==> src/rtl/i2s_pkg.sv <==
`default_nettype none
// ============================================================================
//  Module   : i2s_pkg
//  Purpose  : Shared types, constants and helpers for the mono I2S port.
//  Revision : 1.0  initial release
// ============================================================================
package i2s_pkg;

   localparam int WORD_W   = 16;
   localparam int SLOT_MAX = 31;

   typedef logic signed [WORD_W-1:0] pcm16_t;

   // A word needs 16 slots, so its LSB can never sit before slot 15.
   function automatic logic [4:0] eff_align(input logic [4:0] a);
      return (a < 5'd15) ? 5'd15 : a;
   endfunction

endpackage
`default_nettype wire

==> src/rtl/i2s_edge_sync.sv <==
`default_nettype none
// ============================================================================
//  Module   : i2s_edge_sync
//  Purpose  : Multi-flop synchroniser with single-cycle rise/fall strobes.
//  Revision : 1.0  initial release
// ============================================================================
module i2s_edge_sync #(
   parameter int SYNC_STAGES = 2
) (
   input  logic clk,
   input  logic rstn,
   input  logic d_i,
   output logic level_o,
   output logic rise_o,
   output logic fall_o
);

   logic [SYNC_STAGES-1:0] sync_q;
   logic                   prev_q;

   generate
      if (SYNC_STAGES > 1) begin : g_chain
         // Shift the asynchronous input through the synchroniser chain.
         always_ff @(posedge clk or negedge rstn) begin
            if (!rstn) sync_q <= '0;
            else       sync_q <= {sync_q[SYNC_STAGES-2:0], d_i};
         end
      end else begin : g_single
         // Single-stage capture when only one flop is requested.
         always_ff @(posedge clk or negedge rstn) begin
            if (!rstn) sync_q <= '0;
            else       sync_q <= d_i;
         end
      end
   endgenerate

   assign level_o = sync_q[SYNC_STAGES-1];

   // Remember the previous synchronised level for edge detection.
   always_ff @(posedge clk or negedge rstn) begin
      if (!rstn) prev_q <= 1'b0;
      else       prev_q <= level_o;
   end

   assign rise_o =  level_o & ~prev_q;
   assign fall_o = ~level_o &  prev_q;

endmodule
`default_nettype wire

==> src/rtl/i2s_mono_port.sv <==
`default_nettype none
// ============================================================================
//  Module   : i2s_mono_port
//  Purpose  : Single-channel (left slot) I2S slave port, RX or TX, clocked
//             entirely by clk with bclk/lrclk treated as sampled data.
//  Revision : 1.0  initial release
// ============================================================================
module i2s_mono_port
   import i2s_pkg::*;
#(
   parameter int SYNC_STAGES = 2,
   parameter int WORD_W      = 16
) (
   input  logic              clk,
   input  logic              rstn,
   input  logic              enable,
   input  logic              sel_rx,
   input  logic              bclk,
   input  logic              lrclk,
   input  logic              rx,
   output logic              tx,
   input  logic [WORD_W-1:0] tx_pcm,
   output logic [WORD_W-1:0] rx_pcm,
   input  logic [4:0]        align,
   input  logic              push,
   input  logic              pop,
   output logic              full
);

   logic bclk_lvl_unused, bclk_rise_w, bclk_fall_w;
   logic lr_lvl_w, lr_rise_w, lr_fall_w;
   logic rx_lvl_w, rx_rise_unused, rx_fall_unused;

   i2s_edge_sync #(.SYNC_STAGES(SYNC_STAGES)) u_sync_bclk (
      .clk(clk), .rstn(rstn), .d_i(bclk),
      .level_o(bclk_lvl_unused), .rise_o(bclk_rise_w), .fall_o(bclk_fall_w));

   i2s_edge_sync #(.SYNC_STAGES(SYNC_STAGES)) u_sync_lrclk (
      .clk(clk), .rstn(rstn), .d_i(lrclk),
      .level_o(lr_lvl_w), .rise_o(lr_rise_w), .fall_o(lr_fall_w));

   i2s_edge_sync #(.SYNC_STAGES(SYNC_STAGES)) u_sync_rx (
      .clk(clk), .rstn(rstn), .d_i(rx),
      .level_o(rx_lvl_w), .rise_o(rx_rise_unused), .fall_o(rx_fall_unused));

   logic [4:0] slot_q, slot_d;
   logic       armed_q, armed_d;
   logic       full_q, full_d;
   logic       tx_q, tx_d;
   logic       push_q, pop_q;
   pcm16_t     tx_word_q, tx_word_d;
   pcm16_t     rx_shift_q, rx_shift_d;
   pcm16_t     rx_pcm_q, rx_pcm_d;

   logic [4:0] eff_w, lo_w;
   logic [3:0] tx_idx_w;
   logic       tx_win_w, rx_win_w, rx_take_w, rx_done_w, ack_w, set_w;

   // Next-state logic: slot tracking, word windows, serialiser, flow control.
   always_comb begin
      eff_w = eff_align(align);
      lo_w  = eff_w - 5'd15;

      // Slot counter restarts on either word-select edge and saturates.
      slot_d = slot_q;
      if (!enable)
         slot_d = 5'd0;
      else if (lr_rise_w || lr_fall_w)
         slot_d = 5'd0;
      else if (bclk_fall_w && (slot_q != 5'(SLOT_MAX)))
         slot_d = slot_q + 5'd1;

      // Nothing is produced until a full left half-frame begins.
      armed_d = armed_q;
      if (!enable)        armed_d = 1'b0;
      else if (lr_fall_w) armed_d = 1'b1;

      // Transmit word is captured at frame start regardless of host state.
      tx_word_d = tx_word_q;
      if (!enable)                   tx_word_d = '0;
      else if (lr_fall_w && !sel_rx) tx_word_d = pcm16_t'(tx_pcm);

      // Serial output follows the slot that is about to be current.
      tx_win_w = (slot_d >= lo_w) && (slot_d <= eff_w);
      tx_idx_w = 4'(eff_w - slot_d);
      tx_d     = 1'b0;
      if (armed_d && !sel_rx && !lr_lvl_w && tx_win_w)
         tx_d = tx_word_d[tx_idx_w];

      // Receive samples on bclk rise inside the left-slot word window.
      rx_win_w  = (slot_q >= lo_w) && (slot_q <= eff_w);
      rx_take_w = enable && sel_rx && armed_q && !lr_lvl_w && bclk_rise_w && rx_win_w;
      rx_done_w = rx_take_w && (slot_q == eff_w);

      rx_shift_d = rx_shift_q;
      if (!enable || lr_fall_w) rx_shift_d = '0;
      else if (rx_take_w)       rx_shift_d = {rx_shift_q[WORD_W-2:0], rx_lvl_w};

      rx_pcm_d = rx_pcm_q;
      if (rx_done_w) rx_pcm_d = {rx_shift_q[WORD_W-2:0], rx_lvl_w};

      // A toggle on the active-direction acknowledge clears full; a new
      // sample event on the same edge takes priority.
      ack_w = sel_rx ? (pop != pop_q) : (push != push_q);
      set_w = sel_rx ? rx_done_w : (enable && lr_fall_w);

      full_d = full_q;
      if (!enable)    full_d = 1'b0;
      else if (set_w) full_d = 1'b1;
      else if (ack_w) full_d = 1'b0;
   end

   // State registers; acknowledge shadows track their inputs every cycle.
   always_ff @(posedge clk or negedge rstn) begin
      if (!rstn) begin
         slot_q     <= 5'd0;
         armed_q    <= 1'b0;
         full_q     <= 1'b0;
         tx_q       <= 1'b0;
         push_q     <= 1'b0;
         pop_q      <= 1'b0;
         tx_word_q  <= '0;
         rx_shift_q <= '0;
         rx_pcm_q   <= '0;
      end else begin
         slot_q     <= slot_d;
         armed_q    <= armed_d;
         full_q     <= full_d;
         tx_q       <= tx_d;
         push_q     <= push;
         pop_q      <= pop;
         tx_word_q  <= tx_word_d;
         rx_shift_q <= rx_shift_d;
         rx_pcm_q   <= rx_pcm_d;
      end
   end

   assign tx     = tx_q;
   assign full   = full_q;
   assign rx_pcm = rx_pcm_q;

endmodule
`default_nettype wire

==> config.mk <==
export PLATFORM = sky130hd
export DESIGN_NAME = i2s_mono_port
export DESIGN_NICKNAME = d
export VERILOG_FILES = /design/src/rtl/i2s_pkg.sv /design/src/rtl/i2s_edge_sync.sv /design/src/rtl/i2s_mono_port.sv
export SDC_FILE = /design/constraint.sdc
export NUM_CORES = 1
export LEC_CHECK = 0
export BUFFER_PORTS_ARGS = -buffer_cell sky130_fd_sc_hd__buf_4
export CORE_ASPECT_RATIO = 0.8
export CORE_MARGIN = 1
export CORE_UTILIZATION = 45
export CTS_CLUSTER_DIAMETER = 80
export DETAILED_ROUTE_END_ITERATION = 8
export GPL_TIMING_DRIVEN = 0
export PLACE_DENSITY = 0.65
export SYNTH_ARGS = -nofsm -noshare
export SYNTH_HDL_FRONTEND = slang
export SYNTH_SLANG_ARGS = --single-unit
==> constraint.sdc <==
create_clock -name clk -period 6.2 [get_ports clk]
set_input_delay 1.55 -clock clk [delete_from_list [all_inputs] [get_ports clk]]
set_output_delay 1.55 -clock clk [all_outputs]
set_load 0.01 [all_outputs]
== Yosys cells after proc, flatten, opt, wreduce, memory -nomap -nowiden ==
Cells that the tools add are included.

* Bitwise gates (word level): 8
* Equal/unequal tests: 5
* Add/subtract/negate cells: 3
* Muxes and demuxes: 18
* Reductions and logical operators: 20
* Magnitude comparators: 6

{| class="wikitable"
|+ Operator list
! operator !! count
|-
| two-way mux 16 bit || 2
|-
| two-way mux 15 bit || 2
|-
| two-way mux 5 bit || 4
|-
| logical AND 1 bit || 14
|-
| greater-or-equal comparator 5 bit || 2
|-
| <= comparator 5 bit || 2
|-
| two-way mux 1 bit || 9
|-
| adder 5 x 1 -> 5 bit (second input constant) || 1
|-
| equality test 5 bit || 1
|-
| less-than comparator 4 x 5 -> 1 bit (second input constant) || 1
|-
| less-than comparator 5 x 4 -> 1 bit (second input constant) || 1
|-
| != test 5 bit (second input constant) || 1
|-
| subtractor 5 x 4 -> 5 bit (second input constant) || 1
|-
| bitwise AND 1 bit || 4
|-
| binary-select mux 1 bit (select 4 bit) || 1
|-
| NOT 1 bit || 4
|-
| subtractor 4 bit || 1
|-
| zero test 1 bit || 3
|-
| != test 3 x 1 -> 1 bit (second input constant) || 1
|-
| logical OR 1 bit || 2
|-
| != test 1 bit || 2
|-
| nonzero test 2 bit || 1
|}

* Flip-flop bits (word level): 65
* Logic and storage cells: 74

== Logic depth before layout (Yosys ltp) ==
Gate-level depths: netlist of the first run.

* Depth in word-level cells: 10
* Depth in mapped cells: 15
* Depth with buffers taken out: 15

== Hierarchy ==
Synthesis of the first run repeated with hierarchy kept, for this count alone.

* Cell total of the unflattened synthesis: 315
* Area, all modules: 3,475.8 sq um

{| class="wikitable"
|+ By module, submodules not included
! module !! cells each !! area an instance (sq um) !! instances
|-
| i2s_mono_port || 300 || 3,205.6 || 1
|-
| i2s_edge_sync || 5 || 90.1 || 3
|}

== Least setup slack after synthesis of the first run ==
No wires, ideal clock.

* Path kind: input port to flip-flop
* Start: input align[4]
* End: register rx_shift_q[0]
* Required time: 6,079 ps
* Stages on the path: 12
* Path buffers: 2
* Data arrival time: 3,911 ps
* Slack: 2,168 ps
* Cell sequence: or2b_1 -> ha_1 -> xnor2_1 -> ha_1 -> a21oi_1 -> o21ai_0 -> maj3_2 -> a21o_1 -> and4b_1 -> buf_2 -> buf_6 -> a22o_1

* Longest elaborated chain between the ends: 7
* Elaborated cells between the ends (all ways): 8

{| class="wikitable"
|+ Ends and longest elaborated chain
! element !! RTL line !! source
|-
| from (decl) || i2s_mono_port.sv:24 || <nowiki>input logic [4:0] align,</nowiki>
|-
| less-than comparator 5 x 4 -> 1 bit || i2s_pkg.sv:16 || <nowiki>return (a < 5'd15) ? 5'd15 : a;</nowiki>
|-
| two-way mux 5 bit (*) || i2s_pkg.sv:16 ||
|-
| subtractor 5 x 4 -> 5 bit || i2s_mono_port.sv:62 || <nowiki>lo_w = eff_w - 5'd15;</nowiki>
|-
| greater-or-equal comparator 5 bit || i2s_mono_port.sv:91 || <nowiki>rx_win_w = (slot_q >= lo_w) && (slot_q <= eff_w);</nowiki>
|-
| logical AND 1 bit (*) || i2s_mono_port.sv:91 ||
|-
| logical AND 1 bit (*) || i2s_mono_port.sv:92 || <nowiki>rx_take_w = enable && sel_rx && armed_q && !lr_lvl_w && bclk_rise_w && rx_win_w;</nowiki>
|-
| nonzero test 2 bit (no source line) (*) || -- ||
|-
| to (signal assigned) || i2s_mono_port.sv:133 || <nowiki>rx_shift_q <= rx_shift_d;</nowiki>
|-
| to (decl) || i2s_mono_port.sv:52 || <nowiki>pcm16_t rx_shift_q, rx_shift_d;</nowiki>
|}

Mark *: on every way between the ends. The rest lies on a longest branch, timed or not.
A chain may end at the register's enable or synchronous reset.

== Worst setup path after layout of the first run ==
* Start: input align[4]
* End: register rx_pcm_q[6] (netlist: rx_pcm[6])

* Longest elaborated chain between the ends: 7
* Elaborated cells between the ends (all ways): 9

{| class="wikitable"
|+ Ends and longest elaborated chain
! element !! RTL line !! source
|-
| less-than comparator 5 x 4 -> 1 bit || i2s_pkg.sv:16 ||
|-
| two-way mux 5 bit (*) || i2s_pkg.sv:16 ||
|-
| subtractor 5 x 4 -> 5 bit || i2s_mono_port.sv:62 ||
|-
| greater-or-equal comparator 5 bit || i2s_mono_port.sv:91 ||
|-
| logical AND 1 bit || i2s_mono_port.sv:91 ||
|-
| logical AND 1 bit || i2s_mono_port.sv:92 ||
|-
| logical AND 1 bit (*) || i2s_mono_port.sv:93 || <nowiki>rx_done_w = rx_take_w && (slot_q == eff_w);</nowiki>
|-
| to (signal assigned) || i2s_mono_port.sv:134 || <nowiki>rx_pcm_q <= rx_pcm_d;</nowiki>
|-
| to (decl) || i2s_mono_port.sv:53 || <nowiki>pcm16_t rx_pcm_q, rx_pcm_d;</nowiki>
|}

Marks and branches as above.

==> results of run 1 <==
## registers in the layout, summed over array words and instances (netlist names), 2 cells and up
register             flops
rx_pcm                  16
tx_word_q               16
rx_shift_q              15
slot_q                   5
u_sync_bclk.sync_q       2
u_sync_lrclk.sync_q      2
u_sync_rx.sync_q         2
## logic make-up (layout without fill, tap and decap cells)
family / after synthesis / count (layout) / synth area share
compound gates: 49 / 49 / 0.106
xor+xnor: 7 / 7 / 0.0185
fa+ha+maj: 29 / 29 / 0.111
buf+inv: 23 / 86 / 0.0321
flops: 65 / 65 / 0.490
mux: 31 / 31 / 0.104
simple gates: 92 / 92 / 0.139
## per-layer routing
layer	track usage	routed length [um]	share of wire	vias to the layer above
met3	0.0528	296	0.046	5
met1	0.266	3310	0.51	1143
met2	0.270	2780	0.43	48
met5	0	0	0	-
met4	0.0591	44	0.0068	0
li1	-	-	-	1166
## final cells by class
type                    instances  area (um2)  area share
plain buffers                   9        53.8      0.0134
well taps                      87         109      0.0272
flip-flops and latches         65        1630       0.406
multi-input cells             208        1580       0.395
clock buffers                  10         138      0.0344
inverters                      14        52.6      0.0131
clock inverters                 6        90.1      0.0225
repair buffers                 47         353      0.0881
## cells in the final DEF, fill, tap and decap left out, types with 10 or more instances in the layout
cell	n
a21oi_1	12
a22o_1	15
buf_4	48
clkbuf_8	10
dfrtp_1	65
ha_1	26
inv_1	13
mux2_2	17
mux2i_1	13
nand2_1	43
nor2_1	11
## stage by stage
stage                     setup slack (ns)  utilization
final                                 2.08        0.573
after global routing                  1.94        0.573
after CTS                             2.09        0.573
after detailed placement              1.73        0.540
after global placement                1.74        0.540
after floorplan                       2.17            -
## critical path: stages
cell	delay, ns
buf_4	0.12
or2b_1	0.32
ha_1	0.25
xnor2_1	0.23
ha_1	0.29
a21oi_1	0.11
o21ai_0	0.14
maj3_2	0.33
a21o_1	0.22
nand3_2	0.18
buf_4	0.23
mux2_2	0.35
## report_power, final
group / leakage [nW] / internal, mW / switching [mW]
sequential: 0.880 / 0.432 / 0.00364
clock: 0.113 / 0.239 / 0.167
combinational: 1.02 / 0.0374 / 0.0504
## worst min path at each step
stage / from / to / slack [ns]
floorplan: u_sync_bclk.sync_q[0]$_DFF_PN0_ / u_sync_bclk.sync_q[1]$_DFF_PN0_ / 0.33
global placement: u_sync_rx.sync_q[0]$_DFF_PN0_ / u_sync_rx.sync_q[1]$_DFF_PN0_ / 0.33
detailed placement: u_sync_bclk.sync_q[0]$_DFF_PN0_ / u_sync_bclk.sync_q[1]$_DFF_PN0_ / 0.34
CTS: u_sync_bclk.sync_q[0]$_DFF_PN0_ / u_sync_bclk.sync_q[1]$_DFF_PN0_ / 0.35
global route: u_sync_bclk.sync_q[0]$_DFF_PN0_ / u_sync_bclk.sync_q[1]$_DFF_PN0_ / 0.37
finish: u_sync_bclk.sync_q[0]$_DFF_PN0_ / u_sync_bclk.sync_q[1]$_DFF_PN0_ / 0.36
==> flow_metrics.py, run 1 <==
metrics = {
    "global_route": {
        "track_usage": 0.186,
        "antenna_found_initial": 0,
        "grt_pass1_vias": 2264,
        "grt_pass1_wl_um": 11000,
        "grt_max_degree": 66,
        "grt_overflow": 0,
    },
    "synth": {
        "yosysMostFrequentCell": "dfrtp_1",
        "syn_inst": 296,
        "synthesis.area_um2": 3320,
        "synthFlopType": "dfrtp_1",
        "ys_ff_latch": 65,
        "synthTopCellsByCount": "dfrtp_1 (65), nand2_1 (43), ha_1 (26), mux2_2 (17), a22o_1 (15)",
        "yosysWarningCount": 0,
        "ys_seq_area_frac": 0.490,
        "synth_top_area_frac": 0.490,
        "ys_async_sr_fraction": 1.00,
        "avgSynthCellArea_um2": 11.2,
        "synth_edf_count": 0,
        "synth_top_area_cell": "dfrtp_1",
        "syn-num-nets": 353,
        "synth_cell_types": 47,
        "synth_area_leaders": "dfrtp_1 (49%), ha_1 (9.8%), mux2_2 (5.8%)",
    },
    "cts": {
        "cts_resized": 0,
        "clk_pin_slew_ns": 0.07,
        "cts-root-buf": "clkbuf_8",
        "cts_hold_buf": 0,
        "cts.sinks": 65,
        "cts_buffer_depth": 2,
        "h-tree-depth": 3,
        "cts_setup_buffers": 0,
        "clk_latency_ns": 0.34,
        "cts_buffers": 9,
        "cts_tree": "done",
    },
    "timing": {
        "fmax_mhz": 243,
        "tns_ns": 0,
        "whs_ns": 0.355,
        "rsz0062_at_grt": "false",
        "finalCritPeriodShare": 0.664,
        "timing.clock.skew_ns": 0.00669,
        "finalSetupViolCount": 0,
        "finalHoldViolations": 0,
        "slew_viol_final": 0,
        "slew_headroom": 0.447,
        "tightest_slew_ns": 0.829,
        "min_period_ns": 4.12,
    },
    "drt": {
        "routed_wirelength_um": 6430,
        "drt_pre_antenna_iters": 6,
        "postRouteAntennaNets": 0,
        "drc": 4,
        "drt_iter0_markers": 127,
        "routed_via_density": 5.30,
        "num_vias": 2362,
        "wl_per_cell_um": 14.4,
    },
    "floorplan": {
        "initial_core_util": 0.474,
        "boundaryPins": 48,
        "coreArea_um2": 6990,
        "rows": 27,
        "die_h_um": 78.8,
        "die_x_um": 98.0,
        "die_area_um2": 7720,
    },
    "power_and_ir_drop": {
        "cellLeakagePower_nw": 2.01,
        "ir_worst_vdd_mv": 0.128,
        "finalPower_mw": 0.928,
        "powerDensity_nw_per_um2": 232,
    },
    "flow_run": {
        "drv_cap": 0,
    },
    "setup_path": {
        "critPathArrivalTime_ns": 4.34,
        "worstSetupEndpoint": "rx_pcm[6]$_DFFE_PN0P_",
        "cp-end-kind": "register",
        "reg2reg_depth": 15,
        "path_max_fanout": 10,
        "worst_ep_required_time_ns": 6.42,
        "crit_type": "in -> reg",
        "regToRegSetupSlack_ns": 2.33,
        "r2r_start": "slot_q[0]$_DFF_PN0_",
        "crit_start": "align[4]",
        "critPathLaunchType": "primary input",
        "rr_endpoint": "tx$_DFF_PN0_",
    },
    "final_layout": {
        "nFillCells": 641,
        "design_area_um2": 4010,
        "syn2layout_area_growth_pct": 20.8,
        "diodes": 0,
        "finish.net_count": 411,
        "fin_cells": 446,
        "drive_above_1_share": 0.276,
    },
    "placement": {
        "dpl.cell_count": 430,
        "hpwl_um": 4800,
        "placed_area_um2": 3780,
        "port_buffers": 47,
        "gp_congestion": 0.812,
    },
    "worst_hold_path": {
        "hold_depth": 0,
        "hp-class": "reg -> reg",
    },
    "outcome": {
        "outcome": "finished, violations left",
        "failed_checks": "design-rule violations",
    },
}
No activity file was read; power rests on OpenSTA's default activity.
==> inputs of run 2 (changes only) <==
--- a/config.mk
+++ b/config.mk
@@ -5,6 +5,7 @@
 export SDC_FILE = /design/constraint.sdc
 export NUM_CORES = 1
 export LEC_CHECK = 0
+export ABC_AREA = 1
 export BUFFER_PORTS_ARGS = -buffer_cell sky130_fd_sc_hd__buf_4
 export CORE_ASPECT_RATIO = 0.8
 export CORE_MARGIN = 1
@@ -12,7 +13,7 @@
 export CTS_CLUSTER_DIAMETER = 80
 export DETAILED_ROUTE_END_ITERATION = 8
 export GPL_TIMING_DRIVEN = 0
-export PLACE_DENSITY = 0.65
+export PLACE_DENSITY = 0.67
 export SYNTH_ARGS = -nofsm -noshare
 export SYNTH_HDL_FRONTEND = slang
 export SYNTH_SLANG_ARGS = --single-unit
==> constraint.sdc (replaced) <==
create_clock -name clk -period 3.59 [get_ports clk]
set_input_delay 0.8975 -clock clk [delete_from_list [all_inputs] [get_ports clk]]
set_output_delay 0.8975 -clock clk [all_outputs]
set_load 0.01 [all_outputs]
==> flow_metrics.py, run 2 <==
metrics = {
    "floorplan": {
        "die_area_um2": 8570,
        "rows": 29,
        "boundaryPins": 48,
        "initial_core_util": 0.464,
        "coreArea_um2": 7950,
        "die_x_um": 103,
        "die_h_um": 83.0,
    },
    "setup_path": {
        "critPathBufInv": 4,
        "crit_type": "in -> reg",
        "cp-end-kind": "register",
        "slowest_delay_ns": 0.29,
        "path_common_cell": "nand2_1",
        "critPathLaunchType": "primary input",
        "cpMaxStageDelayCell": "ha_1",
        "crit_family": "simple AND/OR/NAND/NOR gates",
        "path_max_fanout": 10,
        "cp_cell_sequence": "buf_4 -> inv_1 -> nor2_1 -> inv_1 -> ha_1 -> xor2_1 -> ha_1 -> a21oi_1 -> nand2_1 -> nand2_1 -> nand2_1 -> nand2_1 -> nand2_2 -> nand3b_4 -> buf_2 -> nand3_1",
        "worst_ep_required_time_ns": 3.82,
        "critPathArrivalTime_ns": 3.44,
    },
    "drt": {
        "num_vias": 3183,
        "postRouteAntennaNets": 0,
        "wl_per_cell_um": 12.7,
        "routed_via_density": 4.94,
        "routed_wirelength_um": 8210,
        "drc": 0,
        "drt_pre_antenna_iters": 4,
        "drt_iter0_markers": 166,
    },
    "synth": {
        "synthTopCellsByCount": "nand2_1 (115), inv_1 (94), dfrtp_1 (65), nor2_1 (39), nand3_1 (37)",
        "synth_compound_area_frac": 0.0648,
        "yosysWarningCount": 0,
        "ys_ff_latch": 65,
        "avgSynthCellArea_um2": 7.78,
        "synth_edf_count": 0,
        "syn_inst": 474,
        "synthAdderAreaFrac": 0.0936,
        "synth_top_family_by_area": "simple AND/OR/NAND/NOR gates",
        "synth_xor_area_frac": 0.00950,
        "synth_cell_types": 32,
        "syn-num-nets": 531,
        "synthesis.area_um2": 3690,
        "yosysMostFrequentCell": "nand2_1",
        "synthFlopType": "dfrtp_1",
        "synth-simple-area-share": 0.273,
        "ys_seq_area_frac": 0.441,
        "synth_area_leaders": "dfrtp_1 (44%), nand2_1 (12%), inv_1 (9.6%)",
        "synthMuxAreaShare": 0,
        "synth_top_area_cell": "dfrtp_1",
        "synth_top_area_frac": 0.441,
        "ys_async_sr_fraction": 1.00,
    },
    "timing": {
        "tightest_slew_ns": 0.819,
        "min_period_ns": 3.21,
        "whs_ns": 0.363,
        "finalSetupViolCount": 0,
        "finalCritPeriodShare": 0.893,
        "finalHoldViolations": 0,
        "timing.clock.skew_ns": 0.00837,
        "rsz0062_at_grt": "false",
        "fmax_mhz": 312,
        "slew_viol_final": 0,
        "tns_ns": 0,
        "slew_headroom": 0.454,
    },
    "cts": {
        "clk_latency_ns": 0.35,
        "cts_buffers": 9,
        "cts_tree": "done",
        "cts_buffer_depth": 2,
        "cts_hold_buf": 0,
        "cts-root-buf": "clkbuf_8",
        "clk_pin_slew_ns": 0.08,
        "cts.sinks": 65,
        "h-tree-depth": 3,
    },
    "global_route": {
        "grt_pass1_wl_um": 14000,
        "antenna_found_initial": 0,
        "grt_overflow": 0,
        "track_usage": 0.212,
        "grt_max_degree": 66,
        "grt_pass1_vias": 2932,
    },
    "final_layout": {
        "finish.net_count": 588,
        "drive_above_1_share": 0.157,
        "utilization": 0.547,
        "design_area_um2": 4340,
        "syn2layout_area_growth_pct": 17.7,
        "diodes": 0,
        "nFillCells": 762,
        "most-common-layout-cells": "nand2_1 (115), inv_1 (94), dfrtp_1 (65)",
        "layout_commonest_cell": "nand2_1",
    },
    "placement": {
        "port_buffers": 47,
        "hpwl_um": 6090,
        "placed_area_um2": 4180,
        "gp_congestion": 0.884,
    },
    "flow_run": {
        "drv_cap": 0,
    },
    "power_and_ir_drop": {
        "cellLeakagePower_nw": 2.40,
        "finalPower_mw": 1.51,
        "powerDensity_nw_per_um2": 348,
        "ir_worst_vdd_mv": 0.187,
    },
    "worst_hold_path": {
        "hp-class": "reg -> reg",
    },
    "outcome": {
        "outcome": "finished, final reports clean",
    },
}
-- run 2: cell families (layout without fill, tap and decap cells) --
group	count (synthesis)	in the layout
AO/OA/AOI/OAI	44	44
XOR/XNOR	4	4
adder cells (fa/ha/maj)	27	27
buffers and inverters	109	171
flip-flops	65	65
AND/OR/NAND/NOR	225	225
-- run 2: what timing repair did --
action | 4_1_cts | 5_1_grt
gates resized for setup | 0 | 0
setup endpoints to repair | 0 | 1
buffers inserted | 0 | 0
-- run 2: final cells by class --
class / count / area (um2) / share of cell area
sequential: 65 / 1630 / 0.375
multi-input combinational: 300 / 1630 / 0.374
inverter: 96 / 360 / 0.0830
timing repair buffer: 47 / 353 / 0.0812
tap: 108 / 135 / 0.0311
clock buffer: 9 / 124 / 0.0285
buffer: 12 / 72.6 / 0.0167
clock inverter: 7 / 46.3 / 0.0107
-- run 2: where the power goes --
group	total (mW)	internal (mW)	leakage (nW)	switching [mW]
clock	0.551	0.248	0.0814	0.303
combinational	0.205	0.0757	1.45	0.130
sequential	0.756	0.749	0.877	0.00757
total	1.51	1.07	2.40	0.440
-- run 2: path summary, 6_finish.rpt --
| path | endpoint | start | slack [ns] | cells past startpoint |
|---|---|---|---|---|
| setup / recovery | full$_DFFE_PN0P_ | align[4] | 0.38 | 16 |
| hold / removal | u_sync_rx.sync_q[1]$_DFF_PN0_ | u_sync_rx.sync_q[0]$_DFF_PN0_ | 0.36 | 0 |
| setup reg to reg | tx$_DFF_PN0_ | slot_q[1]$_DFF_PN0_ | 0.44 | 18 |
| hold reg to reg | u_sync_rx.sync_q[1]$_DFF_PN0_ | u_sync_rx.sync_q[0]$_DFF_PN0_ | 0.36 | 0 |
| max in group asynchronous | rx_pcm[3]$_DFFE_PN0P_ | rstn | 2.41 | 1 |
| min in group asynchronous | tx_word_q[13]$_DFF_PN0_ | rstn | 0.64 | 1 |
-- run 2: worst reg2reg max path, cell delays in order, from the launching register on --
cell and delay (ns):
dfrtp_1 0.46, ha_1 0.21, inv_1 0.06, nor3_1 0.16
ha_1 0.17, inv_1 0.04, nand3_1 0.16, inv_1 0.11
or2_2 0.28, o211ai_1 0.18, inv_1 0.15, ha_1 0.34
a21oi_1 0.15, o21bai_1 0.08, xnor2_1 0.23, inv_1 0.08
nand3_1 0.08, nand2_1 0.06, nor2_1 0.10
-- run 2: routing by layer --
layer | up-vias | routed length (um) | GRT usage
li1 | 1601 | - | -
met1 | 1499 | 4280 | 0.324
met2 | 76 | 3460 | 0.293
met3 | 7 | 390 | 0.0631
met4 | 0 | 72 | 0.0525
met5 | - | 0 | 0
-- run 2: through the flow --
stage / cells / setup WS [ns]
finish: 644 / 0.382
global route: 644 / 0.0547
detailed placement: 629 / 0.0131
floorplan: 474 / 0.656
global placement: 629 / 0.0667
CTS: 645 / 0.383
